===== config.mk =====
export PLATFORM = sky130hd
export DESIGN_NAME = reg_file_param
export DESIGN_NICKNAME = d
export VERILOG_FILES = /design/src/rtl/reg_file_param.sv
export SDC_FILE = /design/constraint.sdc
export NUM_CORES = 1
export LEC_CHECK = 0
export ABC_AREA = 1
export CORE_UTILIZATION = 58
export DETAILED_ROUTE_END_ITERATION = 6
export PLACE_DENSITY_LB_ADDON = 0.3
export SLEW_MARGIN = 5
export SYNTH_ARGS = -nofsm -noshare
export SYNTH_HDL_FRONTEND = slang
export SYNTH_SLANG_ARGS = --single-unit

===== constraint.sdc =====
create_clock -name Clock -period 2.4 [get_ports Clock]
set_input_delay 0.48 -clock Clock [delete_from_list [all_inputs] [get_ports Clock]]
set_output_delay 0.48 -clock Clock [all_outputs]
set_load 0.005 [all_outputs]

===== src/rtl/reg_file_param.sv =====
// Parametrised CPU register file: two combinational reads, one synchronous write,
// hardware clear sweep after reset/ClearReq. Optional same-cycle forwarding: REGFILE_BYPASS_EN.
module reg_file_param #(
   parameter int DATA_W    = 16,
   parameter int ADDR_W    = 3,
   parameter int ZERO_REG0 = 0
) (
   input  logic              Clock,
   input  logic              ResetN,
   input  logic [ADDR_W-1:0] RS,
   input  logic [ADDR_W-1:0] RT,
   input  logic [ADDR_W-1:0] RD,
   input  logic [DATA_W-1:0] WriteData,
   input  logic              RegWrite,
   input  logic              ClearReq,
   output logic [DATA_W-1:0] ReadRS,
   output logic [DATA_W-1:0] ReadRT,
   output logic              Ready,
   output logic              WriteDropped
);

   localparam int                NUM_REGS = 2**ADDR_W;
   localparam logic [ADDR_W-1:0] LAST_IDX = ADDR_W'(NUM_REGS - 1);

   typedef enum logic {CLEAR = 1'b0, RUN = 1'b1} state_t;

   state_t            state, stateNext;
   logic [ADDR_W-1:0] clearIdx, clearIdxNext;
   logic              writeDroppedNext;
   logic              sweepWe, userWe;
   logic [DATA_W-1:0] registers [NUM_REGS];

   function automatic logic isHardZero(input logic [ADDR_W-1:0] idx);
      return (ZERO_REG0 != 0) && (idx == '0);
   endfunction

   always_ff @(posedge Clock) begin
      if (!ResetN) begin
         state        <= CLEAR;
         clearIdx     <= '0;
         WriteDropped <= 1'b0;
      end else begin
         state        <= stateNext;
         clearIdx     <= clearIdxNext;
         WriteDropped <= writeDroppedNext;
      end
   end

   always_comb begin
      stateNext        = state;
      clearIdxNext     = clearIdx;
      writeDroppedNext = 1'b0;
      sweepWe          = 1'b0;
      userWe           = 1'b0;
      case (state)
         CLEAR: begin
            sweepWe          = 1'b1;
            writeDroppedNext = RegWrite;
            if (clearIdx == LAST_IDX) begin
               stateNext    = RUN;
               clearIdxNext = '0;
            end else begin
               clearIdxNext = clearIdx + ADDR_W'(1);
            end
         end
         RUN: begin
            // A write coinciding with ClearReq still lands; the sweep wipes it afterwards.
            userWe = RegWrite && !isHardZero(RD);
            if (ClearReq) begin
               stateNext    = CLEAR;
               clearIdxNext = '0;
            end
         end
         default: stateNext = CLEAR;
      endcase
   end

   assign Ready = (state == RUN);

   // Array contents carry no reset; the sweep is what zeroes them.
   always_ff @(posedge Clock) begin
      if (ResetN) begin
         if (sweepWe)
            registers[clearIdx] <= '0;
         else if (userWe)
            registers[RD] <= WriteData;
      end
   end

   always_comb begin
      ReadRS = registers[RS];
      ReadRT = registers[RT];
`ifdef REGFILE_BYPASS_EN
      if (userWe && (RD == RS)) ReadRS = WriteData;
      if (userWe && (RD == RT)) ReadRT = WriteData;
`endif
      if ((state != RUN) || isHardZero(RS)) ReadRS = '0;
      if ((state != RUN) || isHardZero(RT)) ReadRT = '0;
   end

endmodule


==> impl_summary.txt <==
----------------------------------------------------
[Synthesis]
  Basic-gate share of the synthesized area counting and, or, nand and nor cells ... 0.333
  Avg Synthesized Cell Area ... 7.78 µm²
  Sequential-to-total area share from yosys stat ... 0.541
  Syn nets ... 968
  Largest family of logic cells by synthesized area ... simple AND/OR/NAND/NOR gates
  Synth Area in XOR/XNOR ... 0
  Share of cell area taken by muxes after synthesis ... 0
  Area share of fa/ha/maj cells after synthesis ... 0.00343
  Post-synthesis instance area ... 0.00729 mm²
  Synth warn ... 0
  Post-synthesis register bit count ... 133
  Post-synthesis cell count ... 937
  Post-synthesis cell type count ... 21
  Area fraction in compound gates after synthesis ... 0.00772

[Critical path]
  Reg-to-reg critical path endpoint ... registers[0][6]
  R2R cell count ... 5
  Arrival time reported for the critical path endpoint ... 1930 ps
  Critical Path Source Type ... primary input
  Max FO, Critical Path ... 64
  Crit. End Element ... output port
  WP data required ... 1920 ps
  Reg2reg start ... Ready
  Critical Setup Path Class ... primary input to output port
  R2R Setup Slk ... 610 ps

[Floorplanning]
  DIE AREA ... 0.0130 mm²
  Boundary Pins ... 63
  Height of the chip ... 114 µm
  Initial standard-cell utilization of the core ... 0.602
  Total core area ... 0.0121 mm²
  Horiz. Die Dim ... 114 µm
  Std-Cell Rows ... 40

[Clocking]
  Clock tree from TritonCTS ... yes
  CTS H-tree lvls ... 4
  Clock-pin transition on the worst setup and hold timing paths ... 60 ps
  Num Clock Sinks ... 133
  Clk Tree Root Cell ... clkbuf_16
  Number of clock buffers inserted by TritonCTS ... 17
  Total of hold buffers inserted after clock tree synthesis ... 0
  Clk Latency, worst-skew pair ... 410 ps
  Maximum number of buffers from clock root to sink ... 2

[Final layout]
  Count of filler cells inserted in the layout ... 825
  Cell area after layout ... 0.00915 mm²
  Fraction of final layout cells sized beyond drive strength 1 ... 0.0981
  Most common cell after layout, fill and taps aside ... nand2_1
  Most frequent cells in the layout ... 329 x nand2_1, 162 x nand3_1, 151 x inv_1
  Number of diodes added for antenna fixing ... 0
  Net total in the final layout ... 1049
  Area growth, synth to finish ... 25.5%

[Global routing]
  Wire length of the first global-routing pass ... 31400 µm
  Via count of the first global-routing pass ... 6292
  Largest net degree at the start of global routing ... 65
  Aggregate global routing overflow ... 0
  Antenna violations before repair ... 0
  Total global routing track utilization ... 0.319

[Drt]
  Number of optimization iterations in the first detailed-route pass ... 7
  Via density ... 5.57
  Iter 0 DRT Violations ... 950
  Wire per inst ... 17.1 µm
  Post-route antenna net violation count ... 0
  Vias ... 6671
  Total Routed Length ... 20500 µm
  DRC viols ... 1

[Placement]
  Post-detailed-placement cell area ... 0.00837 mm²
  Pre-CTS setup slack ... -289 ps
  Routability congestion estimate ... 0.825
  DP HPWL ... 11900 µm
  Total of buffers placed on input and output ports ... 62

[Pwr]
  Overall power consumption ... 6.02 mW
  Static Leakage ... 4.26 nW
  Peak supply drop ... 512 µV
  Power density normalized to cell area ... 658 mW/mm²

[Timing]
  Total of endpoints with negative setup slack in the final report ... 1
  Max Clock Skew ... 6.10 ps
  Final Max Tran Viols ... 0
  Worst Hold Slack ... 502 ps
  Fin crit period ... 2410 ps
  Final cycle utilization of the critical path ... 1.00
  Max-slew headroom ... 0.553
  Transition time at the pin with the least slew margin ... 668 ps
  Endpoints failing hold ... 0
  Worst setup slack after layout ... -8.39 ps
  Max Fclk ... 415 MHz

[Status]
  Status ... finished with violations
  Failing checks ... DRC, setup timing

[Worst hold path]
  Worst hold path stage count ... 2
  Hold endpoint ... clearIdx[1]
  Type of the worst min-delay path ... register to register
  Beginning of the worst hold path ... clearIdx[1]

[Flow run]
  Max-cap check violation count ... 0

----------------------------------------------------
Yosys cell counts:
cell	n	area, µm²
inv_2	2	7.51
buf_4	5	37.5
clkbuf_1	12	45.0
buf_6	1	11.3
edfxtp_1	128	3840
o21ai_2	1	8.76
buf_1	5	18.8
buf_2	29	145
dfxtp_1	5	100
nand2_1	330	1240
o21ai_0	4	20.0
o21ai_1	2	10.0
nand3_1	162	811
nand3_4	1	17.5
a21oi_1	1	5.00
nor2_1	91	342
nand2_2	1	6.26
o211ai_2	1	12.5
ha_1	2	25.0
nand2_4	1	11.3
inv_1	153	574
state kept, by name (all words and copies together) (netlist names):
register      count
registers       128
Ready             1
clearIdx          3
WriteDropped      1
metrics by stage:
stage / utilization / setup TNS, ps / instances
detailed placement: 0.691 / -6940 / 1161
finish: 0.755 / -8.39 / 1198
floorplan: - / 0 / 937
CTS: 0.744 / -31.5 / 1192
global route: 0.755 / -143 / 1198
global placement: 0.691 / -6490 / 1161
layout make-up:
cell class	instances	area, µm²	area share
sequential	133	3950	0.431
multi-input combinational	597	2520	0.276
tap	168	210	0.0230
timing repair buffer	114	1270	0.139
inverter	155	587	0.0641
clock inverter	13	184	0.0201
clock buffer	18	429	0.0469
worst max path at each step:
stage                     startpoint         endpoint  slack (ps)  cells after the start
final                          RT[0]       ReadRT[10]          -8                      8
after global routing           RS[0]       ReadRS[10]         -80                      8
after floorplan                Ready  registers[6][0]         360                      6
after detailed placement       RT[1]        ReadRT[1]        -290                      8
after CTS                      RT[1]        ReadRT[1]         -20                      8
after global placement         RT[1]        ReadRT[1]        -250                      8
power breakdown:
part	total [mW]	internal (mW)	switching (mW)
registers	2.64	2.61	0.0234
logic	0.684	0.259	0.425
clock network	2.70	1.73	0.967
worst max-delay path, stage by stage:
cell,delay (ps)
buf_2,120
buf_12,200
nand2_1,150
nand3_1,120
nand2_1,90
nor2_1,40
nor2_1,160
clkdlybuf4s50_1,530
routing by layer:
layer  track usage  share of wire  vias up
met5             0              0        -
li1              -              -     3097
met2         0.518           0.49      506
met3        0.0678           0.12       90
met4         0.162          0.042        0
met1         0.406           0.36     2978
kinds of logic (layout without fill, tap and decap cells):
kind of cell             after synthesis  in the layout
buffers and inverters                207            300
AND/OR/NAND/NOR                      586            586
adder cells (fa/ha/maj)                2              2
AO/OA/AOI/OAI                          9              9
flip-flops                           133            133
repair_timing:
action                     4_1_cts  5_1_grt
cloned                           0        4
setup endpoints to repair       32       29
hold endpoints to repair         0        0
setup buffers                    0        2
resized for setup               18       14
Note: power is estimated with default switching activity, not from simulation.
